File: src/rtl/uart_rx_cfg_if.sv
// Receiver-side bundle: line and tick inputs, acknowledge, and the received word with status.
// master = line/consumer side, slave = the receiver.
interface uart_rx_cfg_if #(
  parameter int unsigned DATABITS = 8
);
  logic                STICK;
  logic                RX;
  logic                DACK;
  logic [DATABITS-1:0] DOUT;
  logic                VALID;
  logic                PARERR;
  logic                FRMERR;
  logic                OVERRUN;

  modport master (
    output STICK, RX, DACK,
    input  DOUT, VALID, PARERR, FRMERR, OVERRUN
  );

  modport slave (
    input  STICK, RX, DACK,
    output DOUT, VALID, PARERR, FRMERR, OVERRUN
  );
endinterface

File: src/rtl/uart_rx_cfg.sv
// Configurable UART receiver: synchronised RX, oversampled mid-bit sampling, start-glitch
// rejection, and a one-word holding register with parity/framing/overrun status.
module uart_rx_cfg #(
  parameter int unsigned DATABITS   = 8,
  parameter int unsigned PARITY     = 0,
  parameter int unsigned STOPBITS   = 1,
  parameter int unsigned OVERSAMPLE = 16
) (
  input logic           CLOCK,
  input logic           RESET,
  uart_rx_cfg_if.slave  bus
);

  localparam int unsigned SW = $clog2(OVERSAMPLE);
  localparam int unsigned NW = $clog2(DATABITS);

  localparam logic [SW-1:0] SMid      = SW'(OVERSAMPLE / 2 - 1);
  localparam logic [SW-1:0] SLast     = SW'(OVERSAMPLE - 1);
  localparam logic [NW-1:0] NLast     = NW'(DATABITS - 1);
  localparam logic [NW-1:0] NStopLast = NW'(STOPBITS - 1);
  // Parity-check result that flags an error: 1 for even parity, 0 for odd.
  localparam logic          PErrRef   = (PARITY == 2);

  typedef enum logic [2:0] {StIdle, StStrt, StData, StPrty, StStop} state_e;

  state_e              state_q, state_d;
  logic                rx_meta_q, rx_s_q;
  logic [SW-1:0]       s_q, s_d;
  logic [NW-1:0]       n_q, n_d;
  logic [DATABITS-1:0] b_q, b_d;
  logic                perr_q, perr_d;
  logic                ferr_q, ferr_d;
  logic [DATABITS-1:0] dout_q, dout_d;
  logic                valid_q, valid_d;
  logic                parerr_q, parerr_d;
  logic                frmerr_q, frmerr_d;
  logic                overrun_q, overrun_d;
  logic                done;

  always_comb begin
    state_d   = state_q;
    s_d       = s_q;
    n_d       = n_q;
    b_d       = b_q;
    perr_d    = perr_q;
    ferr_d    = ferr_q;
    dout_d    = dout_q;
    valid_d   = valid_q;
    parerr_d  = parerr_q;
    frmerr_d  = frmerr_q;
    overrun_d = overrun_q;
    done      = 1'b0;

    unique case (state_q)
      StIdle: begin
        if (!rx_s_q) begin
          state_d = StStrt;
          s_d     = '0;
        end
      end
      StStrt: begin
        if (bus.STICK) begin
          if (s_q == SMid) begin
            if (!rx_s_q) begin
              state_d = StData;
              s_d     = '0;
              n_d     = '0;
              perr_d  = 1'b0;
              ferr_d  = 1'b0;
            end else begin
              state_d = StIdle;
            end
          end else begin
            s_d = s_q + SW'(1);
          end
        end
      end
      StData: begin
        if (bus.STICK) begin
          if (s_q == SLast) begin
            s_d = '0;
            b_d = {rx_s_q, b_q[DATABITS-1:1]};
            if (n_q == NLast) begin
              state_d = (PARITY != 0) ? StPrty : StStop;
              n_d     = '0;
            end else begin
              n_d = n_q + NW'(1);
            end
          end else begin
            s_d = s_q + SW'(1);
          end
        end
      end
      StPrty: begin
        if (bus.STICK) begin
          if (s_q == SLast) begin
            s_d     = '0;
            state_d = StStop;
            perr_d  = ((^b_q) ^ rx_s_q) == PErrRef;
          end else begin
            s_d = s_q + SW'(1);
          end
        end
      end
      StStop: begin
        if (bus.STICK) begin
          if (s_q == SLast) begin
            if (!rx_s_q) ferr_d = 1'b1;
            if (n_q == NStopLast) begin
              done    = 1'b1;
              state_d = StIdle;
              n_d     = '0;
            end else begin
              s_d = '0;
              n_d = n_q + NW'(1);
            end
          end else begin
            s_d = s_q + SW'(1);
          end
        end
      end
      default: state_d = StIdle;
    endcase

    if (bus.DACK && valid_q) begin
      valid_d   = 1'b0;
      overrun_d = 1'b0;
    end

    // A completion overrides the acknowledge; an ack in the same cycle just prevents overrun.
    if (done) begin
      dout_d   = b_q;
      parerr_d = perr_q;
      frmerr_d = ferr_d;
      valid_d  = 1'b1;
      if (valid_q && !bus.DACK) overrun_d = 1'b1;
    end
  end

  always_ff @(posedge CLOCK) begin
    if (RESET) begin
      rx_meta_q <= 1'b1;
      rx_s_q    <= 1'b1;
      state_q   <= StIdle;
      s_q       <= '0;
      n_q       <= '0;
      b_q       <= '0;
      perr_q    <= 1'b0;
      ferr_q    <= 1'b0;
      dout_q    <= '0;
      valid_q   <= 1'b0;
      parerr_q  <= 1'b0;
      frmerr_q  <= 1'b0;
      overrun_q <= 1'b0;
    end else begin
      rx_meta_q <= bus.RX;
      rx_s_q    <= rx_meta_q;
      state_q   <= state_d;
      s_q       <= s_d;
      n_q       <= n_d;
      b_q       <= b_d;
      perr_q    <= perr_d;
      ferr_q    <= ferr_d;
      dout_q    <= dout_d;
      valid_q   <= valid_d;
      parerr_q  <= parerr_d;
      frmerr_q  <= frmerr_d;
      overrun_q <= overrun_d;
    end
  end

  assign bus.DOUT    = dout_q;
  assign bus.VALID   = valid_q;
  assign bus.PARERR  = parerr_q;
  assign bus.FRMERR  = frmerr_q;
  assign bus.OVERRUN = overrun_q;

endmodule

File: src/flat_wrapper.sv
// flat-port wrapper written by rule: the top's interface ports become plain ports
module uart_rx_cfg_flat 
#(
  parameter int unsigned DATABITS   = 8,
  parameter int unsigned PARITY     = 0,
  parameter int unsigned STOPBITS   = 1,
  parameter int unsigned OVERSAMPLE = 16
)
  (CLOCK, RESET, bus_STICK, bus_RX, bus_DACK, bus_DOUT, bus_VALID, bus_PARERR, bus_FRMERR, bus_OVERRUN);
  uart_rx_cfg_if #(.DATABITS(DATABITS)) bus_i ();
  input logic CLOCK;
  input logic RESET;
  input wire logic [$bits(bus_i.STICK)-1:0] bus_STICK;
  input wire logic [$bits(bus_i.RX)-1:0] bus_RX;
  input wire logic [$bits(bus_i.DACK)-1:0] bus_DACK;
  output wire logic [$bits(bus_i.DOUT)-1:0] bus_DOUT;
  output wire logic [$bits(bus_i.VALID)-1:0] bus_VALID;
  output wire logic [$bits(bus_i.PARERR)-1:0] bus_PARERR;
  output wire logic [$bits(bus_i.FRMERR)-1:0] bus_FRMERR;
  output wire logic [$bits(bus_i.OVERRUN)-1:0] bus_OVERRUN;
  assign bus_i.STICK = bus_STICK;
  assign bus_i.RX = bus_RX;
  assign bus_i.DACK = bus_DACK;
  assign bus_DOUT = bus_i.DOUT;
  assign bus_VALID = bus_i.VALID;
  assign bus_PARERR = bus_i.PARERR;
  assign bus_FRMERR = bus_i.FRMERR;
  assign bus_OVERRUN = bus_i.OVERRUN;
  uart_rx_cfg #(.DATABITS(DATABITS), .PARITY(PARITY), .STOPBITS(STOPBITS), .OVERSAMPLE(OVERSAMPLE)) u_core (.CLOCK(CLOCK), .RESET(RESET), .bus(bus_i));
endmodule
File: config.mk
export PLATFORM = sky130hd
export DESIGN_NAME = uart_rx_cfg_flat
export DESIGN_NICKNAME = d
export VERILOG_FILES = /design/src/rtl/uart_rx_cfg_if.sv /design/src/rtl/uart_rx_cfg.sv /design/src/flat_wrapper.sv
export SDC_FILE = /design/constraint.sdc
export NUM_CORES = 1
export LEC_CHECK = 0
export CAP_MARGIN = 10
export CORE_UTILIZATION = 56
export DETAILED_ROUTE_END_ITERATION = 7
export PLACE_DENSITY_LB_ADDON = 0.25
export SYNTH_ARGS = -nofsm -noshare
export SYNTH_HDL_FRONTEND = slang
export SYNTH_SLANG_ARGS = --single-unit
File: constraint.sdc
create_clock -name CLOCK -period 2.6 [get_ports CLOCK]
set_input_delay 0.39 -clock CLOCK [delete_from_list [all_inputs] [get_ports CLOCK]]
set_output_delay 0.39 -clock CLOCK [all_outputs]
set_load 0.1 [all_outputs]
==> results of run 1 <==
-- synthesized netlist by cell type (3+ instances only) --
| master | number |
|---|---|
| nor2b_1 | 3 |
| ha_1 | 4 |
| dfxtp_1 | 34 |
| a21oi_1 | 10 |
| buf_4 | 4 |
| xnor2_1 | 7 |
| nand2_1 | 7 |
| mux2i_1 | 18 |
| buf_6 | 3 |
| buf_2 | 4 |
| nor2_1 | 29 |
| o21ai_0 | 7 |
| nand3_1 | 5 |
| inv_1 | 5 |
| nand2b_1 | 3 |
-- layout make-up --
class,count,area [sq um]
clock buffers,5,37.5
multi-input cells,136,960
flip-flops and latches,34,681
repair buffers,18,145
well taps,31,38.8
clock inverters,3,68.8
inverters,5,18.8
fillers,235,903
-- logic make-up (layout without fill, tap and decap cells) --
group	Yosys count	count (layout)	share of synthesized area, %
compound gates	37	37	14.4
mux	19	19	10.9
xor+xnor	10	10	5.79
flops	34	34	38.9
simple gates	66	66	20.8
buf+inv	18	31	6.29
fa+ha+maj	4	4	2.86
-- flip-flops by register name, indices dropped and copies added, names as in the netlist, named ones only --
register           cells
u_core.state_q         3
u_core.s_q             4
u_core.b_q             8
u_core.rx_meta_q       1
u_core.rx_s_q          1
u_core.bus.FRMERR      1
u_core.bus.DOUT        8
u_core.bus.PARERR      1
u_core.ferr_q          1
u_core.n_q             3
u_core.perr_q          1
u_core.bus.VALID       1
-- worst max-delay path, stage by stage, from the launching register on --
cell     delay [ns]
dfxtp_1        0.74
nor2_1         0.15
a311o_1        0.36
a32oi_1        0.38
mux2i_1        0.24
nor2_1         0.05
-- placed cells by master, fill, tap and decap left out, types with 2 or more instances in the layout --
cell	count
o2111ai_1	2
inv_1	5
nor2_1	29
nor2b_1	3
clkbuf_4	5
a21o_1	2
a211oi_1	2
nand3b_1	2
a22oi_1	2
nand3_1	5
clkdlybuf4s50_1	4
xor2_1	2
buf_4	14
dfxtp_1	34
nand2b_1	3
o21ai_0	7
bufinv_16	2
ha_1	4
or2_2	2
nand2_1	7
mux2i_1	18
or3_1	2
xnor2_1	7
a41o_1	2
a21oi_1	10
-- per-stage QoR --
| step | cells | setup slack (ns) |
|---|---|---|
| floorplan | 188 | 1.01 |
| detailed placement | 224 | 0.371 |
| CTS | 232 | 0.596 |
| global route | 232 | 0.403 |
| global placement | 224 | 0.481 |
| finish | 232 | 0.579 |
-- power by group through the flow --
stage / sequential, mW / clock (mW) / combinational, mW
after floorplan: 0.538 / 0 / 0.0310
after global placement: 0.542 / 0 / 0.0373
after detailed placement: 0.543 / 0 / 0.0386
after CTS: 0.531 / 0.491 / 0.0386
after global routing: 0.532 / 0.511 / 0.0430
final: 0.531 / 0.481 / 0.0385
-- per-layer routing --
metal  GRT usage, %  up-vias
li1               -      690
met1           28.2      626
met2           37.6       23
met3           4.69        6
met4           9.52        0
met5              0        -
-- final timing paths --
kind | endpoint | slack [ns] | cells past startpoint
max | u_core.state_q[2] | 0.58 | 5
min | u_core.rx_s_q | 0.42 | 1
max reg2reg | u_core.state_q[2] | 0.58 | 5
min reg2reg | u_core.rx_s_q | 0.42 | 1
==> flow_summary.ini, run 1 <==
[global_route]
antenna_found_initial = 0
grt_use_total_pct = 22.5
grt_pass1_wl_mm = 5.82
grt_max_degree = 31
grt-ovfl-total = 0
grt_pass1_vias = 1338

[sta]
skew_ns = 0.0143
fmax_mhz = 495
setup_tns_ns = 0
worstMarginPinSlew_ns = 0.651
maxSlewViolCount = 0
fin_crit_ns = 2.02
min_period_over_period_pct = 77.7
hold_violations = 0
slew-limit-headroom_pct = 56.5
holdWs_ns = 0.419
rsz0062_at_grt = no
setup_viol = 0

[power]
p_seq_share_pct = 50.5
p_sw_mw = 0.207
p_int_mw = 0.843
p_comb_share_pct = 3.7
power.total_mw = 1.05
power_density_nw_per_um2 = 539
power_frac_clock_pct = 45.8
static-leakage-power_nw = 0.758
peakVddDrop_v = 0.000508
switching_share_pct = 19.7

[critical_path]
cp_data_arrival_time_ns = 2.25
critPathLaunch = u_core.state_q[2]
cp-end-kind = flip-flop
required_ns = 2.83
start_kind = flip-flop
worst-setup-path-type = reg -> reg
crit_fanout = 20
worstReg2RegStart = u_core.state_q[2]

[floorplan]
coreArea_sq_um = 2850
ios = 17
fp.dieH_microns = 57.9
fp-row-count = 19
die_w_microns = 57.9
initial_core_util_pct = 61.4
die-area_sq_um = 3350

[yosys]
synthesis.nets = 197
synth_top_cell_area_share_pct = 38.9
synthTopCellsByArea = dfxtp_1 39%, mux2i_1 10%, nor2_1 6.2%
synth_top_cell_by_area = dfxtp_1
ys_seq_area_share_pct = 38.9
async_flop_share_pct = 0
avgSynthCellArea_sq_um = 9.31
ys_seq_elements = 34
netlist_instances = 188
synth_edf_count = 0
synth.distinct_cells = 50
synth_flop_cell = dfxtp_1
yosys_warnings = 0
netlist_area_sq_um = 1750

[detailed_routing]
num_vias = 1345
met2_length_mm = 1.60
ant_nets = 0
drc = 0
wl_met1_mm = 1.54
dr.pass1.iters = 4
wl_per_cell_microns = 14.3
drt_iter0_drc = 51
top_layer = met4
wl_met3_microns = 137
routed_wl_mm = 3.31
routed_via_density = 5.80

[finish]
final_util_pct = 68.3
fin_area_sq_um = 1950
layout-drive-gt1-share_pct = 14.9
antennaDiodeCount = 0
final_nets = 209
area_growth_syn_to_layout_pct = 11.4

[placed_design]
dp_hpwl_mm = 2.29
placed_area_sq_um = 1840
place.port_buffers = 16
place_congestion = 0.779

[clocking]
cts.clk_slew.worst_paths_ns = 0.11
clk_latency_ns = 0.33
tritoncts = yes
postCtsSetupRepairBufs = 0
cts.htree.levels = 2
cts_resized = 0
cts.sinks = 34
cts_root_buffer = clkbuf_4
cts_buffers = 5
ctsHoldBuffers = 0
cts_buffer_depth = 2

[min_path]
hp-class = reg -> reg
hp-start = u_core.rx_meta_q

[status]
status = completed

[job]
cap_violations = 0
No activity file was read; power rests on OpenSTA's default activity.
==> run 2: changes to the inputs <==
- clock period: 2.6 -> 2.1 ns (I/O delays scaled with it)
==> run 2 against run 1 <==
Hold slack better by 0.011 ns; die area stayed put; sequential share of layout area is 0.20 points higher; routed wire length is 0.66% higher.
==> flow_summary.ini, run 2 (synthesized netlist as in run 1, its figures left out) <==
[status]
status = completed

[global_route]
grt-ovfl-total = 0
grt_pass1_vias = 1361
antenna_found_initial = 0
grt_max_degree = 32
grt_pass1_wl_mm = 5.95
grt_use_total_pct = 23.3

[placed_design]
place_congestion = 0.779
place.port_buffers = 16
dp_hpwl_mm = 2.29
pre_cts_ws_ns = 0.114

[finish]
antennaDiodeCount = 0
area_growth_syn_to_layout_pct = 10.9
final_cell_mix = 33 x dfxtp_1, 29 x nor2_1, 18 x mux2i_1
final_common_cell = dfxtp_1
layout-drive-gt1-share_pct = 16.7
final_nets = 212

[sta]
fmax_mhz = 536
min_period_over_period_pct = 88.8
skew_ns = 0.00604
worstMarginPinSlew_ns = 0.436
setup_viol = 0
slew-limit-headroom_pct = 70.9
maxSlewViolCount = 0
setup_tns_ns = 0
fin_crit_ns = 1.86
hold_violations = 0
rsz0062_at_grt = no
timing.final.ws_setup_ns = 0.236

[power]
switching_share_pct = 22.3
peakVddDrop_v = 0.000488
power_frac_clock_pct = 34.2
p_comb_share_pct = 4.9
power_density_nw_per_um2 = 553
p_sw_mw = 0.240
p_seq_share_pct = 60.9
p_int_mw = 0.835
static-leakage-power_nw = 0.754

[detailed_routing]
dr.pass1.iters = 4
routed_via_density = 5.83
ant_nets = 0
routed_wl_mm = 3.33
drt_iter0_drc = 76
num_vias = 1369
wl_per_cell_microns = 14.2
drc = 0

[clocking]
clk_latency_ns = 0.32
cts_root_buffer = clkbuf_4
tritoncts = yes
cts.htree.levels = 2
cts_buffer_depth = 2
cts.clk_slew.worst_paths_ns = 0.10
cts.sinks = 34
cts_buffers = 5

[floorplan]
fp-row-count = 19
ios = 17
fp.dieH_microns = 57.9
coreArea_sq_um = 2850
die_w_microns = 57.9
initial_core_util_pct = 61.4
die-area_sq_um = 3350

[job]
cap_violations = 0

[min_path]
hp-class = reg -> reg

[critical_path]
start_kind = flip-flop
worst-setup-path-type = reg -> reg
crit_fanout = 10
cp_data_arrival_time_ns = 2.13
cp-end-kind = flip-flop
required_ns = 2.37
-- run 2: changes by cell type in the layout (fill, tap and decap cells not counted), sizes merged --
cell,delta
buf,+3
bufinv,-2
clkbuf,+2
-- run 2: worst paths after layout --
check | to | depth (start not counted) | slack [ns] | from
max | u_core.s_q[0] | 6 | 0.24 | u_core.s_q[0]
min | u_core.rx_s_q | 1 | 0.43 | u_core.rx_meta_q
max reg2reg | u_core.s_q[0] | 6 | 0.24 | u_core.s_q[0]
min reg2reg | u_core.rx_s_q | 1 | 0.43 | u_core.rx_meta_q
-- run 2: per-layer routing --
metal  track usage [%]  share of wire, %
met5                 0                 0
met4              8.84               1.3
met3              5.80               3.3
met2              39.1                50
met1              28.9                45
-- run 2: per-stage QoR --
stage          hold slack [ns]  instance area (sq um)  cells  utilization (%)  power [mW]
3_3_place_gp             0.396                   1880    227             65.8       0.719
4_1_cts                  0.431                   1940    235             67.9        1.09
6_report                 0.430                   1940    235             68.1        1.07
5_1_grt                  0.445                   1940    235             68.1        1.13
3_5_place_dp             0.404                   1880    227             65.8       0.721
2_1_floorplan            0.389                   1750    188                -       0.704
-- run 2: critical path: stages, from the launching register on --
cell	delay (ns)
dfxtp_1	0.38
ha_2	0.32
nand3_1	0.12
o211a_1	0.24
o21bai_1	0.19
o21ai_0	0.34
mux2_2	0.23
-- run 2: area by class of cell --
cell class | count | area [sq um]
clock inverters | 1 | 5.00
multi-input cells | 136 | 962
flip-flops and latches | 34 | 682
well taps | 31 | 38.8
inverters | 5 | 18.8
repair buffers | 21 | 180
fillers | 237 | 911
clock buffers | 7 | 55.1
-- run 2: power groups by stage --
stage          logic [mW]  clock network [mW]  registers (mW)
2_1_floorplan      0.0384                   0           0.666
3_3_place_gp       0.0503                   0           0.668
3_5_place_dp       0.0523                   0           0.669
4_1_cts            0.0526               0.382           0.654
5_1_grt            0.0585               0.411           0.655
6_report           0.0529               0.367           0.654
-- run 2: timing repair --
item,in CTS,in global routing
resized for setup,0,2
buffers inserted,0,0
endpoints found under the setup margin,0,3
hold buffers,0,0
==> edit 1, RTL diff (config.mk and constraints of run 2) <==
`OVERSAMPLE` is set to 16 in 2 places; all go to 32.
--- a/src/rtl/uart_rx_cfg.sv
+++ b/src/rtl/uart_rx_cfg.sv
@@ -6,3 +6,3 @@
   parameter int unsigned STOPBITS   = 1,
-  parameter int unsigned OVERSAMPLE = 16
+  parameter int unsigned OVERSAMPLE = 32
 ) (
--- a/src/flat_wrapper.sv
+++ b/src/flat_wrapper.sv
@@ -6,3 +6,3 @@
   parameter int unsigned STOPBITS   = 1,
-  parameter int unsigned OVERSAMPLE = 16
+  parameter int unsigned OVERSAMPLE = 32
 )
Check against the original RTL: no difference found for any inputs over 10 cycles, from zero or initial values and one cycle with RESET high; that may be too few to reach the edited logic, so the function may still have changed.
==> edit 1 against run 2 <==
- cell area increased by 17%
- non-clock buffer count increased by 9
- via count increased by 17%
- synthesized cell count increased by 11%
- core utilization increased by 5.0 points
- wire length increased by 25%
- sequential cell count increased by 1
- synthesized area increased by 6.6%
- worst setup slack got worse by 0.19 ns
- critical endpoint is now u_core.n_q[0]
Power is not compared: it rests on default switching activity, and its combinational part moved more than twofold at a synthesized area within 25%.
==> edit 1: results (changes against run 2) <==
Iter 0 DRT Violations - 153 (+100%)
r2r worst-path depth - 8 (+2)
Final nets - 244 (+15%)
Commonest cells post-synth - dfxtp_1, nor2_1, mux2i_1
Hold WS - 0.426 ns (-0.00370 ns)
First-pass DRT Iterations - 5 (+1)
Setup WS pre-CTS - -0.0877 ns (-0.201 ns)
syn_nets - 220 (+12%)
M1 GR Usage - 29.1% (+0.16 points)
total number of vias - 1595 (+17%)
vias in the first global route - 1471 (+8.1%)
Tot GR Track Use - 24.9% (+1.6 points)
Top delay family on crit path - simple AND/OR/NAND/NOR gates
GRT met2 Usage - 42.9% (+3.8 points)
wire per inst - 15.1 microns (+6.2%)
grt met3 use - 5.41% (-0.39 points)
min cycle time layout - 2.06 ns (+0.191 ns)
status - finished clean
DP HPWL - 2910 microns (+27%)
Critical Path End - u_core.n_q[0]
peak fanout along the critical path - 3 (-7)
Arr. time, crit path - 2.31 ns (+0.18 ns)
post-cts sizing count - 8 (+8)
worst clock skew - 0.00804 ns (+0.00200 ns)
Syn Inst Count - 208 (+11%)
wire length on met2 - 2150 microns (+29%)
CP peak stage delay - 0.50 ns (+0.12 ns)
Slew HR - 56.7% (-14 points)
register area share after synthesis - 37.6% (-1.3 points)
CP max-delay cell - or4_4
DP Cell Count - 267 (+18%)
-- edit 1: cell types whose count changed after synthesis, sizes merged, moves of 3 or more --
cell / run 2 / this run
o21ai: 7 / 13
nor2: 30 / 23
nand2b: 3 / 7
o22a: 0 / 3
ha: 4 / 7
a21oi: 10 / 17
-- edit 1: report_power, final --
group | switching [uW] | internal, uW
clock | 219 | 281
combinational | 125 | 90.4
sequential | 20.2 | 675
total | 364 | 1050
-- edit 1: final cells by class --
class / count / area share [%]
Inverter: 6 / 0.993
Clock inverter: 2 / 1.55
Clock buffer: 6 / 2.26
Timing Repair Buffer: 30 / 11.5
Sequential cell: 35 / 31.1
Tap cell: 44 / 2.43
Multi-Input combinational cell: 154 / 50.2
-- edit 1: worst min path at each step --
stage                                 from            end  cells after the start
after floorplan           u_core.rx_meta_q  u_core.rx_s_q                      1
after global placement    u_core.rx_meta_q  u_core.rx_s_q                      1
after detailed placement  u_core.rx_meta_q  u_core.rx_s_q                      1
after CTS                 u_core.rx_meta_q  u_core.rx_s_q                      1
after global routing      u_core.rx_meta_q  u_core.rx_s_q                      1
final                     u_core.rx_meta_q  u_core.rx_s_q                      1
-- edit 1: cells by family (layout without fill, tap and decap cells) --
kind of cell / Yosys count / count (layout) / synth area share (%)
XOR/XNOR: 8 / 8 / 3.76
multiplexers: 18 / 18 / 9.66
AO/OA/AOI/OAI: 49 / 49 / 16.8
buffers and inverters: 19 / 44 / 5.23
adder cells (fa/ha/maj): 7 / 7 / 4.69
flip-flops: 35 / 35 / 37.6
AND/OR/NAND/NOR: 72 / 72 / 22.3
-- edit 1: through the flow --
step	util (%)	cell area, sq um
floorplan	-	1870
global placement	67.4	2090
detailed placement	67.4	2090
CTS	70.9	2200
global route	73.1	2270
finish	73.1	2270
==> edit 2, RTL diff (flow settings as in run 2) <==
Without the edit above. Re-encode `state_e` (5 states) as Gray code, 3 bits wide.
--- a/src/rtl/uart_rx_cfg.sv
+++ b/src/rtl/uart_rx_cfg.sv
@@ -23,3 +23,3 @@
 
-  typedef enum logic [2:0] {StIdle, StStrt, StData, StPrty, StStop} state_e;
+  typedef enum logic [2:0] {StIdle = 3'b000, StStrt = 3'b001, StData = 3'b011, StPrty = 3'b010, StStop = 3'b110} state_e;
 
Formal check against the unedited RTL: no difference found for any inputs over 10 cycles, from zero or initial values and one cycle with RESET high; not proved beyond that.
==> edit 2 against run 2 <==
- wire length down 2.6%
- non-clock buffer count unchanged
- sequential cell count unchanged
- worst setup slack worse by 0.064 ns
- synthesized area down 5.2%
- synthesized cell count up 0.53%
- cell area down 4.3%
- critical path depth unchanged
Power is not compared: it rests on default switching activity, and its combinational part moved more than twofold at a synthesized area within 25%.
==> edit 2: results (changes against run 2) <==
final std cells w/o fill - 238 (+1.3%)
worst clock skew - 0.00568 ns (-0.000366 ns)
crit path launch - u_core.s_q[0]
Tot GR Track Use - 22.3% (-1.0 points)
TritonCTS buffer count - 5 (unchanged)
Critical Path End - u_core.bus.PARERR
vias in the first global route - 1325 (-2.6%)
share of cells above drive strength 1 - 15.5% (-1.2 points)
flop-to-flop setup slack - 0.17 ns (-0.06 ns)
Yosys cell types - 43 (-14%)
post-synthesis mux area share - 9.13% (-1.8 points)
met3 WL - 145 microns (+32%)
r2r worst-path depth - 6 (unchanged)
DP Cell Count - 231 (+1.8%)
Worst-path clk slew - 0.10 ns (about the same)
CTS H-tree depth - 2 (unchanged)
compound-cell area share of the yosys netlist - 14.6% (+0.19 points)
grt met3 use - 5.99% (+0.19 points)
Ys Warns - 0 (unchanged)
peak fanout along the critical path - 10 (unchanged)
synth top area cells - dfxtp_1, mux2i_1, nand2_1
initial antenna violation count - 0 (unchanged)
Synth Area in XOR/XNOR - 4.52% (-1.3 points)
Iter 0 DRT Violations - 25 (-67%)
register area share after synthesis - 41.0% (+2.1 points)
Met1 Wirelength - 1520 microns (+0.26%)
worst min path class - reg2reg
leakage - 0.000805 uW
Area after DPL - 0.00181 sq mm (-3.7%)
wire per inst - 13.6 microns (-3.8%)
DP HPWL - 2350 microns (+2.6%)
M1 GR Usage - 27.4% (-1.5 points)
Synth Flop Type - dfxtp_1
postcts setup bufs - 0 (unchanged)
Slew HR - 68.0% (-2.9 points)
Setup WS pre-CTS - 0.0510 ns (-0.0627 ns)
GPL Wtd Cong - 0.878 (+13%)
Highest Signal Layer - met4
GRT met2 Usage - 36.5% (-2.6 points)
Final nets - 216 (+1.9%)
largest net degree at the start of global routing - 29 (-9.4%)
Max VDD drop - 0.576 mV
Commonest cells post-synth - dfxtp_1, nand2_1, nor2_1
first-pass GRT wire length - 5550 microns (-6.8%)
CTS root buf - clkbuf_4
fraction of the mapped netlist area in adder cells - 3.02% (+0.16 points)
Synth async-reset ratio - 0% (unchanged)
status - finished clean
Vias/cell - 5.79 (-0.54%)
Arr. time, crit path - 2.14 ns
Clk Latency, worst-skew pair - 0.32 ns (about the same)
port bufs - 16 (unchanged)
# diodes - 0 (unchanged)
First-pass DRT Iterations - 4 (unchanged)
syn_nets - 198 (+0.51%)
Syn Inst Count - 189 (+0.53%)
wire length on met2 - 1520 microns (-8.6%)
[edit 2: cell types whose count changed after synthesis, sizes merged, moves of 3 or more]
cell,run 2,this run
nand2,7,24
nor2,30,24
a21oi,10,15
buf,11,6
o21ai,7,2
mux2i,18,14
o211ai,1,4
[edit 2: area by class of cell]
| cell class | count | area, sq um |
|---|---|---|
| Sequential cell | 34 | 682 |
| Inverter | 7 | 26.3 |
| Timing Repair Buffer | 21 | 168 |
| Fill cell | 234 | 923 |
| Tap cell | 31 | 38.8 |
| Clock inverter | 2 | 10.0 |
| Clock buffer | 5 | 37.5 |
| Multi-Input combinational cell | 138 | 896 |
[edit 2: worst min-delay path by stage]
stage                           startpoint  slack (ns)  cells past startpoint       endpoint
final                     u_core.rx_meta_q        0.43                      1  u_core.rx_s_q
after CTS                 u_core.rx_meta_q        0.43                      1  u_core.rx_s_q
after global routing      u_core.rx_meta_q        0.46                      1  u_core.rx_s_q
after global placement    u_core.rx_meta_q        0.40                      1  u_core.rx_s_q
after detailed placement  u_core.rx_meta_q        0.41                      1  u_core.rx_s_q
after floorplan           u_core.rx_meta_q        0.39                      1  u_core.rx_s_q
[edit 2: what timing repair did]
item,4_1_cts,5_1_grt
hold buffers,0,0
gates resized for setup,0,1
hold endpoints to repair,0,0
setup endpoints to repair,0,1
[edit 2: report_power, final]
| part | internal, uW | switching [uW] | leakage (uW) |
|---|---|---|---|
| combinational | 74.7 | 77.1 | 0.000499 |
| clock | 120 | 202 | 0.0000308 |
| sequential | 660 | 25.9 | 0.000275 |
[edit 2: critical path, stage by stage (launching register included)]
cell	delay [ns]
dfxtp_1	0.38
ha_1	0.21
nand4_2	0.14
or3_4	0.44
or2_1	0.38
mux2i_1	0.20
nor2_1	0.06
